===== src/rtl/pipe_control.sv =====
// rtl/pipe_control.sv - pipelined control unit with load-use, multiply-stall and branch-flush handling
module pipe_control #(
  parameter int MUL_LAT = 3,
  parameter int REG_AW  = 5
) (
  input  logic              clk_i,
  input  logic              rst_i,
  input  logic [6:0]        Op_i,
  input  logic [6:0]        Funct7_i,
  input  logic [REG_AW-1:0] RS1addr_i,
  input  logic [REG_AW-1:0] RS2addr_i,
  input  logic [REG_AW-1:0] RDaddr_i,
  input  logic              Equal_i,
  output logic              PCWrite_o,
  output logic              IFIDWrite_o,
  output logic              Flush_o,
  output logic              Branch_o,
  output logic [1:0]        ALUOp_ex_o,
  output logic              ALUSrc_ex_o,
  output logic              Mul_ex_o,
  output logic              MemRead_mem_o,
  output logic              MemWrite_mem_o,
  output logic              RegWrite_mem_o,
  output logic              RegWrite_wb_o,
  output logic              MemtoReg_wb_o,
  output logic [REG_AW-1:0] RDaddr_ex_o,
  output logic [REG_AW-1:0] RDaddr_mem_o,
  output logic [REG_AW-1:0] RDaddr_wb_o
);

  localparam int CW = (MUL_LAT > 1) ? $clog2(MUL_LAT) : 1;
  localparam logic [CW-1:0] CNT_LAST = CW'(MUL_LAT - 1);

  logic [1:0]        dec_alu_op;
  logic              dec_alu_src, dec_mul, dec_mem_read, dec_mem_write;
  logic              dec_reg_write, dec_mem_to_reg, dec_branch;

  logic [1:0]        ex_alu_op;
  logic              ex_alu_src, ex_mul, ex_mem_read, ex_mem_write;
  logic              ex_reg_write, ex_mem_to_reg;
  logic [REG_AW-1:0] ex_rd;

  logic              mem_mem_read, mem_mem_write, mem_reg_write, mem_mem_to_reg;
  logic [REG_AW-1:0] mem_rd;

  logic              wb_reg_write, wb_mem_to_reg;
  logic [REG_AW-1:0] wb_rd;

  logic [CW-1:0]     cnt;
  logic              mul_busy, load_use, stall;

  always_comb begin
    dec_alu_op     = 2'b00;
    dec_alu_src    = 1'b0;
    dec_mul        = 1'b0;
    dec_mem_read   = 1'b0;
    dec_mem_write  = 1'b0;
    dec_reg_write  = 1'b0;
    dec_mem_to_reg = 1'b0;
    dec_branch     = 1'b0;
    case (Op_i)
      7'b0110011: begin
        dec_alu_op    = 2'b10;
        dec_reg_write = 1'b1;
        dec_mul       = (Funct7_i == 7'b0000001);
      end
      7'b0010011: begin
        dec_alu_op    = 2'b11;
        dec_alu_src   = 1'b1;
        dec_reg_write = 1'b1;
      end
      7'b0000011: begin
        dec_alu_src    = 1'b1;
        dec_mem_read   = 1'b1;
        dec_reg_write  = 1'b1;
        dec_mem_to_reg = 1'b1;
      end
      7'b0100011: begin
        dec_alu_src   = 1'b1;
        dec_mem_write = 1'b1;
      end
      7'b1100011: begin
        dec_alu_op = 2'b01;
        dec_branch = 1'b1;
      end
      default: ;
    endcase
  end

  // Multiply keeps priority; a load-use check is meaningless while EX is frozen.
  assign mul_busy = ex_mul && (cnt < CNT_LAST);
  assign load_use = !mul_busy && ex_mem_read && (ex_rd != '0) &&
                    ((ex_rd == RS1addr_i) || (ex_rd == RS2addr_i));
  assign stall    = mul_busy || load_use;

  assign PCWrite_o   = !stall;
  assign IFIDWrite_o = !stall;
  assign Flush_o     = dec_branch && Equal_i && !stall;
  assign Branch_o    = dec_branch;

  always_ff @(posedge clk_i or negedge rst_i) begin
    if (!rst_i) begin
      ex_alu_op      <= 2'b00;
      ex_alu_src     <= 1'b0;
      ex_mul         <= 1'b0;
      ex_mem_read    <= 1'b0;
      ex_mem_write   <= 1'b0;
      ex_reg_write   <= 1'b0;
      ex_mem_to_reg  <= 1'b0;
      ex_rd          <= '0;
      mem_mem_read   <= 1'b0;
      mem_mem_write  <= 1'b0;
      mem_reg_write  <= 1'b0;
      mem_mem_to_reg <= 1'b0;
      mem_rd         <= '0;
      wb_reg_write   <= 1'b0;
      wb_mem_to_reg  <= 1'b0;
      wb_rd          <= '0;
      cnt            <= '0;
    end else begin
      wb_reg_write  <= mem_reg_write;
      wb_mem_to_reg <= mem_mem_to_reg;
      wb_rd         <= mem_rd;
      if (mul_busy) begin
        mem_mem_read   <= 1'b0;
        mem_mem_write  <= 1'b0;
        mem_reg_write  <= 1'b0;
        mem_mem_to_reg <= 1'b0;
        mem_rd         <= '0;
        cnt            <= cnt + CW'(1);
      end else begin
        mem_mem_read   <= ex_mem_read;
        mem_mem_write  <= ex_mem_write;
        mem_reg_write  <= ex_reg_write;
        mem_mem_to_reg <= ex_mem_to_reg;
        mem_rd         <= ex_rd;
        cnt            <= '0;
        if (load_use) begin
          ex_alu_op     <= 2'b00;
          ex_alu_src    <= 1'b0;
          ex_mul        <= 1'b0;
          ex_mem_read   <= 1'b0;
          ex_mem_write  <= 1'b0;
          ex_reg_write  <= 1'b0;
          ex_mem_to_reg <= 1'b0;
          ex_rd         <= '0;
        end else begin
          ex_alu_op     <= dec_alu_op;
          ex_alu_src    <= dec_alu_src;
          ex_mul        <= dec_mul;
          ex_mem_read   <= dec_mem_read;
          ex_mem_write  <= dec_mem_write;
          ex_reg_write  <= dec_reg_write;
          ex_mem_to_reg <= dec_mem_to_reg;
          ex_rd         <= RDaddr_i;
        end
      end
    end
  end

  assign ALUOp_ex_o     = ex_alu_op;
  assign ALUSrc_ex_o    = ex_alu_src;
  assign Mul_ex_o       = ex_mul;
  assign RDaddr_ex_o    = ex_rd;
  assign MemRead_mem_o  = mem_mem_read;
  assign MemWrite_mem_o = mem_mem_write;
  assign RegWrite_mem_o = mem_reg_write;
  assign RDaddr_mem_o   = mem_rd;
  assign RegWrite_wb_o  = wb_reg_write;
  assign MemtoReg_wb_o  = wb_mem_to_reg;
  assign RDaddr_wb_o    = wb_rd;

endmodule


===== config.mk =====
export PLATFORM = sky130hd
export DESIGN_NAME = pipe_control
export DESIGN_NICKNAME = d
export VERILOG_FILES = /design/src/rtl/pipe_control.sv
export SDC_FILE = /design/constraint.sdc
export NUM_CORES = 1
export LEC_CHECK = 0
export CAP_MARGIN = 20
export CORE_ASPECT_RATIO = 0.6
export CORE_MARGIN = 2
export CORE_UTILIZATION = 35
export CTS_CLUSTER_DIAMETER = 30
export DETAILED_ROUTE_END_ITERATION = 8
export DONT_BUFFER_PORTS = 1
export GPL_ROUTABILITY_DRIVEN = 1
export HOLD_SLACK_MARGIN = 0.1
export SLEW_MARGIN = 10
export SYNTH_ARGS = -nofsm -noshare
export SYNTH_HDL_FRONTEND = slang
export SYNTH_SLANG_ARGS = --single-unit

===== constraint.sdc =====
create_clock -name clk_i -period 2.6 [get_ports clk_i]
set_clock_uncertainty 0.2 [all_clocks]
set_input_delay 0.39 -clock clk_i [delete_from_list [all_inputs] [get_ports clk_i]]
set_output_delay 0.39 -clock clk_i [all_outputs]
set_load 0.02 [all_outputs]

==> results of run 1 <==
[power by group through the flow]
stage	Combinational, mW	Sequential (mW)	Clock [mW]
floorplan	0.0272	0.500	0
global placement	0.0371	0.499	0
detailed placement	0.0385	0.500	0
CTS	0.0608	0.492	0.413
global route	0.0682	0.494	0.430
finish	0.0601	0.492	0.395
[Yosys cell counts, drive strengths merged]
master / count / area share (%)
nor2b: 3 / 1.6
a21oi: 2 / 1.1
nor2: 4 / 1.2
nand4: 1 / 0.52
xor2: 6 / 4.4
nor3: 8 / 4.2
or4: 1 / 0.63
nand2b: 1 / 0.52
dfrtp: 29 / 60
nor4: 1 / 0.52
buf: 2 / 1.6
o21ai: 11 / 4.6
nand2: 20 / 6.2
a22o: 1 / 0.73
nand3: 5 / 2.1
clkbuf: 3 / 0.94
and3: 1 / 0.52
xnor2: 4 / 2.9
and2: 9 / 4.7
o31ai: 1 / 0.63
[stage by stage]
stage / utilization, % / power, mW / cells
6_report: 45.86 / 0.9467 / 177
5_1_grt: 45.86 / 0.9920 / 177
3_5_place_dp: 39.23 / 0.5386 / 160
4_1_cts: 45.40 / 0.9652 / 177
2_1_floorplan: - / 0.5270 / 113
3_3_place_gp: 39.23 / 0.5362 / 160
[routing by layer]
| layer | share of wire (%) | up-vias | track usage (%) |
|---|---|---|---|
| met5 | 0 | - | 0 |
| met4 | 3.4 | 0 | 10.63 |
| met3 | 11 | 8 | 7.963 |
| met2 | 46 | 48 | 23.11 |
| met1 | 39 | 413 | 17.51 |
| li1 | - | 411 | - |
[logic make-up (layout without fill, tap and decap cells)]
logic type	Yosys count	count (layout)	share of synthesized area [%]
AO/OA/AOI/OAI	15	15	7.083
XOR/XNOR	10	10	7.291
buffers and inverters	5	24	2.500
flip-flops	29	29	60.42
AND/OR/NAND/NOR	54	54	22.71
[timing repair]
action,4_1_cts,5_1_grt
endpoints found under the setup margin,0,3
resized for setup,0,3
hold buffers,9,0
endpoints found under the hold margin,36,0
[final cells by class]
type / instances / area share, %
clock buffer: 7 / 6.438
clock inverter: 1 / 0.3344
multi-input combinational: 79 / 30.69
sequential: 29 / 48.58
tap: 45 / 3.763
timing repair buffer: 16 / 10.20
[worst register-to-register path, stage by stage (launching register included)]
cell and delay, ns:
dfrtp_2 0.49, or4_1 0.52, o21ai_1 0.22, a21oi_4 0.08, buf_4 0.19, o31ai_1 0.23
[worst min-delay path by stage]
| stage | to | slack [ns] |
|---|---|---|
| after floorplan | ALUOp_ex_o[0] | -0.11 |
| after global placement | RDaddr_wb_o[3] | -0.10 |
| after detailed placement | MemtoReg_wb_o | -0.10 |
| after CTS | Mul_ex_o | 0.11 |
| after global routing | Mul_ex_o | 0.16 |
| final | Mul_ex_o | 0.12 |
==> metrics.yaml, run 1 <==
power:
  clockPowerShare_pct: 41.7
  p_int_mw: 0.7343
  p_sw_share_pct: 22.44
  switchingPower_mw: 0.2124
  power_frac_seq_pct: 51.9
  max-vdd-ir-drop_mv: 0.2745
  combPwrFrac_pct: 6.4
  power.density_mw_per_mm2: 632.6
  leakagePower_nw: 0.6528
clocking:
  clk_latency_ns: 0.28
  post-cts-setup-buffers: 0
  cts.sinks: 29
  tritoncts: "done"
  cts-htree-levels: 2
  cts_root_buf: "clkbuf_8"
  cts_buffers: 5
  clk_pin_slew_ns: 0.06
  cts_buffer_depth: 2
grt:
  grt_pass1_vias: 913
  grt_pass1_wl_um: 4340
  track_usage_pct: 15.62
  antenna_found_initial: 0
  overflow: 0
  grt_max_degree: 30
drt:
  via_count: 880
  routed_wirelength_um: 2667
  viasPerCell: 4.972
  remaining_drc_errors: 0
  wl_per_cell_um: 15.07
  first_pass_iters: 5
  drt-initial-drc-count: 25
  ant_nets: 0
worst_setup_path:
  end_kind: "primary output"
  rr_worst_depth: 5
  crit_slowest_cell: "or4_1"
  crit_buf_inv: 1
  worstSetupEndpoint: "IFIDWrite_o"
  worst_path_dominant_cell_family: "simple AND/OR/NAND/NOR gates"
  slowest_delay_ns: 0.52
  cp-startpoint: "RDaddr_ex_o[0]"
  cp_max_fo: 6
  r2r_end: "ex_reg_write"
  crit_chain: "or4_1 -> o21ai_1 -> a21oi_4 -> nor2_1 -> buf_4"
  ff2ff_setup_slack_ns: 0.58
  cp.required_ns: 2.01
  r2r_start: "RDaddr_ex_o[0]"
  worst_ep_arrival_time_ns: 1.86
  crit_cells: 5
  cp-start-kind: "register"
  worstSetupPathType: "register to primary output"
floorplanning:
  fp.dieW_um: 79.63
  row_count: 16
  initial_core_util_pct: 36.81
  core-area_mm2: 0.003263
  die-height_um: 49.38
  die_area_mm2: 0.003932
  io_pins: 60
place:
  dp_slack_ns: 0.3673
  gp_congestion: 0.7711
  port-buffer-count: 0
  place_hpwl_um: 1919
  placed_cell_area_mm2: 0.001280
yosys:
  yosys.cell_types.count: 24
  yosysWarnings: 0
  ys_seq_area_share_pct: 60.42
  ys_ff_latch: 29
  synth_fp_nets: 145
  netlist_instances: 113
  syn_avg_cell_area_um2: 10.63
  synth_area_mm2: 0.001201
sta:
  tns_ns: 0
  fin_crit_ns: 2.450
  whs_ns: 0.1227
  fin_ws_ns: 0.1505
  slew_headroom_pct: 42.29
  fmax_mhz: 408.2
  setup_viol: 0
  rsz0062_at_grt: "true"
  final-hold-violation-count: 0
  slew_violations: 0
  worst_slew_pin_slew_ns: 0.8577
  fin_crit_sh_pct: 94.21
finish:
  diodes: 0
  num-fill-cells: 309
  stdcell_area_mm2: 0.001496
  final_nets: 163
  syn2layout_area_growth_pct: 24.58
  layout_commonest_cell: "dfrtp_1"
  seq_area_um2: 726.9
  multi_input_area_um2: 459.2
  final_cell_mix: "dfrtp_1 (28), nand2_1 (20), and2_1 (9), o21ai_1 (8), dlygate4sd3_1 (8)"
  layout-drive-gt1-share_pct: 15.15
flow_run:
  maxCapViolCount: 0
min_path:
  hp-class: "input pin to register"
  min_from: "Funct7_i[4]"
  hold_depth: 3
run_status:
  status: "complete, no violations"
No activity file was read; power rests on OpenSTA's default activity.
==> run 2, diff against run 1 <==
==> constraint.sdc (replaced) <==
create_clock -name clk_i -period 2.6 [get_ports clk_i]
set_clock_uncertainty 0.2 [all_clocks]
set_input_delay 0.52 -clock clk_i [delete_from_list [all_inputs] [get_ports clk_i]]
set_output_delay 0.52 -clock clk_i [all_outputs]
set_load 0.02 [all_outputs]
==> metrics.yaml, run 2 (same netlist as run 1, synthesis figures left out) <==
run_status:
  status: "complete, no violations"
sta:
  fin_crit_sh_pct: 97.65
  fin_crit_ns: 2.539
  slew_violations: 0
  fmax_mhz: 393.9
  whs_ns: 0.1646
  final-hold-violation-count: 0
  slew_headroom_pct: 38.29
  worst_slew_pin_slew_ns: 0.9171
  rsz0062_at_grt: "true"
  setup_viol: 0
clocking:
  post-cts-setup-buffers: 0
  cts.sinks: 29
  tritoncts: "done"
  cts_root_buf: "clkbuf_8"
  cts_buffer_depth: 2
  cts-htree-levels: 2
  clk_pin_slew_ns: 0.06
  cts_buffers: 5
  clk_latency_ns: 0.28
grt:
  grt_max_degree: 30
  met1_usage_pct: 17.97
  grt_pass1_wl_um: 4264
  use_met3_pct: 9.815
  grt_busiest_layer: "met2"
  use_met2_pct: 21.85
  grt_pass1_vias: 851
  track_usage_pct: 15.17
  antenna_found_initial: 0
  overflow: 0
drt:
  wl_per_cell_um: 15.73
  remaining_drc_errors: 0
  ant_nets: 0
  viasPerCell: 4.830
  drt-initial-drc-count: 89
  via_count: 826
  first_pass_iters: 4
  routed_wirelength_um: 2689
finish:
  layout_commonest_cell: "dfrtp_1"
  num-fill-cells: 305
  final_cell_mix: "dfrtp_1 (27), nand2_1 (20), and2_1 (9), o21ai_1 (7), buf_4 (7)"
  final_nets: 157
  seq_area_um2: 728.2
  fin_cells: 171
  diodes: 0
  syn2layout_area_growth_pct: 20.42
  layout-drive-gt1-share_pct: 20.63
  multi_input_area_um2: 481.7
floorplanning:
  initial_core_util_pct: 36.81
  die_area_mm2: 0.003932
  row_count: 16
  core-area_mm2: 0.003263
  io_pins: 60
  fp.dieW_um: 79.63
  die-height_um: 49.38
power:
  power_frac_seq_pct: 54.5
  p_sw_share_pct: 25.06
  power.density_mw_per_mm2: 622.5
  leakagePower_nw: 0.6240
  switchingPower_mw: 0.2257
  fin_total_pwr_mw: 0.9004
  max-vdd-ir-drop_mv: 0.2542
  p_int_mw: 0.6747
  combPwrFrac_pct: 6.4
  clockPowerShare_pct: 39.1
min_path:
  hp-class: "input pin to register"
place:
  dp_cells: 161
  port-buffer-count: 0
  place_hpwl_um: 1996
  gp_congestion: 0.7345
worst_setup_path:
  ff2ff_setup_slack_ns: 0.62
  worst_ep_arrival_time_ns: 1.82
  cp-start-kind: "register"
  end_kind: "primary output"
  cp_max_fo: 6
  worstSetupPathType: "register to primary output"
  cp.required_ns: 1.88
flow_run:
  maxCapViolCount: 0
[run 2: timing repair]
item	4_1_cts	5_1_grt
hold endpoints to repair	29	0
gates resized for setup	4	5
setup endpoints to repair	3	3
hold buffers	2	0
pin swaps	0	3
[run 2: critical path, stage by stage, from the launching register on]
cell     delay (ns)
dfrtp_2        0.49
or4_4          0.52
o21ai_4        0.19
a21oi_4        0.08
nor2_2         0.10
buf_6          0.15
[run 2: path summary, 6_finish.rpt]
kind | from | end | cells after the start
worst max-delay path | RDaddr_ex_o[3] | PCWrite_o | 5
worst min-delay path | RDaddr_i[0] | RDaddr_ex_o[0] | 2
worst max register to register | RDaddr_ex_o[3] | ex_reg_write | 5
worst min register to register | cnt[0] | cnt[0] | 1
max in group asynchronous | rst_i | RDaddr_ex_o[4] | 2
min in group asynchronous | rst_i | RDaddr_mem_o[3] | 2
[run 2: layer usage]
layer	vias up	wire [µm]
met1	379	1107
met2	46	1183
met5	-	0
met3	5	364
li1	396	-
met4	0	34
[run 2: power groups by stage]
| stage | clock [mW] | combinational, mW | sequential (mW) |
|---|---|---|---|
| floorplan | 0 | 0.0272 | 0.500 |
| global placement | 0 | 0.0397 | 0.498 |
| detailed placement | 0 | 0.0411 | 0.499 |
| CTS | 0.364 | 0.0560 | 0.491 |
| global route | 0.392 | 0.0645 | 0.493 |
| finish | 0.352 | 0.0572 | 0.491 |
[run 2: through the flow]
step	utilization, %	setup TNS, ns	cell area, µm²	worst slack (ns)
global route	44.33	-0.02899	1446	-0.01450
floorplan	-	0	1204	0.09911
detailed placement	39.53	0	1290	0.1764
finish	44.33	0	1446	0.06111
CTS	43.67	0	1425	0.01828
global placement	39.53	0	1290	0.2597
[run 2: final cells by class]
cell class                      instances  area share [%]
Timing Repair Buffer                   10           6.488
Multi-Input combinational cell         79           33.30
Sequential cell                        29           50.35
Clock buffer                            5           4.758
Tap cell                               45           3.893
Clock inverter                          3           1.211
==> run 3, diff against run 2 <==
--- a/config.mk
+++ b/config.mk
@@ -14,6 +14,7 @@
 export DONT_BUFFER_PORTS = 1
 export GPL_ROUTABILITY_DRIVEN = 1
 export HOLD_SLACK_MARGIN = 0.1
+export MAX_ROUTING_LAYER = met4
 export SLEW_MARGIN = 10
 export SYNTH_ARGS = -nofsm -noshare
 export SYNTH_HDL_FRONTEND = slang
==> metrics.yaml, run 3 (same netlist as run 1, synthesis figures left out) <==
drt:
  first_pass_iters: 5
  via_count: 830
  ant_nets: 0
  viasPerCell: 4.854
  routed_wirelength_um: 2690
  remaining_drc_errors: 0
  drt-initial-drc-count: 81
  wl_per_cell_um: 15.73
worst_setup_path:
  ff2ff_setup_slack_ns: 0.62
  cp-start-kind: "register"
  crit_slowest_cell: "or4_4"
  cp_max_fo: 6
  crit_buf_inv: 1
  crit_chain: "or4_4 -> o21ai_4 -> a21oi_4 -> nor2_2 -> buf_6"
  rr_worst_depth: 5
  worstSetupPathType: "register to primary output"
  cp-startpoint: "RDaddr_ex_o[3]"
  end_kind: "primary output"
  cp.required_ns: 1.88
  worst_ep_arrival_time_ns: 1.82
  slowest_delay_ns: 0.52
  r2r_end: "ex_reg_write"
  r2r_start: "RDaddr_ex_o[3]"
  worst_path_dominant_cell_family: "simple AND/OR/NAND/NOR gates"
floorplanning:
  die_area_mm2: 0.003932
  fp.dieW_um: 79.63
  die-height_um: 49.38
  row_count: 16
  io_pins: 60
  initial_core_util_pct: 36.81
  core-area_mm2: 0.003263
min_path:
  min_to: "RDaddr_ex_o[0]"
  hp-class: "input pin to register"
  hold_depth: 2
  min_from: "RDaddr_i[0]"
clocking:
  cts.sinks: 29
  clk_latency_ns: 0.28
  tritoncts: "done"
  cts_buffer_depth: 2
  cts_root_buf: "clkbuf_8"
  post-cts-setup-buffers: 0
  clk_pin_slew_ns: 0.06
  cts_buffers: 5
  cts-htree-levels: 2
grt:
  grt_pass1_vias: 852
  antenna_found_initial: 0
  track_usage_pct: 15.60
  grt_pass1_wl_um: 4257
  grt_max_degree: 30
  overflow: 0
power:
  power.density_mw_per_mm2: 622.7
  leakagePower_nw: 0.6240
  max-vdd-ir-drop_mv: 0.2539
sta:
  final-hold-violation-count: 0
  worst_slew_pin_slew_ns: 0.9159
  slew_violations: 0
  fin_ws_ns: 0.05968
  rsz0062_at_grt: "true"
  slew_headroom_pct: 38.37
  fmax_mhz: 393.7
  fin_crit_sh_pct: 97.70
  fin_crit_ns: 2.540
  setup_viol: 0
finish:
  seq_area_um2: 728.2
  diodes: 0
  final_util_pct: 44.33
  num-fill-cells: 305
  final_cell_mix: "dfrtp_1 (27), nand2_1 (20), and2_1 (9), o21ai_1 (7), buf_4 (7)"
  layout-drive-gt1-share_pct: 20.63
  final_nets: 157
  layout_commonest_cell: "dfrtp_1"
  multi_input_area_um2: 481.7
  syn2layout_area_growth_pct: 20.42
run_status:
  status: "complete, no violations"
place:
  place_hpwl_um: 1996
  dp_slack_ns: 0.1764
  port-buffer-count: 0
  gp_congestion: 0.7435
flow_run:
  maxCapViolCount: 0
[run 3: cell counts in the layout (fill, tap and decap cells not counted)]
No cell type changed its count.
[run 3: area by class of cell]
| class | count | area share, % |
|---|---|---|
| repair buffers | 10 | 6.488 |
| flip-flops and latches | 29 | 50.35 |
| clock buffers | 5 | 4.758 |
| well taps | 45 | 3.893 |
| multi-input cells | 79 | 33.30 |
| clock inverters | 3 | 1.211 |
[run 3: layer usage]
layer / global-route usage, % / routed length, µm
met1: 17.97 / 1089
met2: 21.85 / 1198
met3: 9.815 / 370
met4: 6.034 / 31
met5: - / 0
[run 3: worst max path at each step]
stage	to	slack (ns)	cells past startpoint
CTS	Flush_o	0.02	4
global placement	Flush_o	0.26	4
global route	IFIDWrite_o	-0.01	5
floorplan	PCWrite_o	0.1	6
finish	PCWrite_o	0.06	5
detailed placement	Flush_o	0.18	4
[run 3: metrics by stage]
| step | instances | hold slack [ns] | area, µm² | TNS (ns) | power (mW) |
|---|---|---|---|---|---|
| 6_report | 171 | 0.1635 | 1446 | 0 | 0.9006 |
| 5_1_grt | 171 | 0.1695 | 1446 | -0.02898 | 0.9491 |
| 4_1_cts | 171 | 0.1605 | 1425 | 0 | 0.9108 |
| 3_5_place_dp | 161 | 0.02507 | 1290 | 0 | 0.5402 |
| 3_3_place_gp | 161 | 0.02502 | 1290 | 0 | 0.5378 |
| 2_1_floorplan | 113 | 0.02441 | 1204 | 0 | 0.5270 |
[run 3: repair_timing]
action,CTS,global route
gates resized for setup,4,5
hold endpoints to repair,29,0
hold buffers,2,0
setup endpoints to repair,3,3
pin swaps,0,3
[run 3: power by group]
part	internal, mW	switching (mW)
Sequential	0.465	0.0255
Clock	0.184	0.169
Combinational	0.0254	0.0317
Total	0.675	0.226
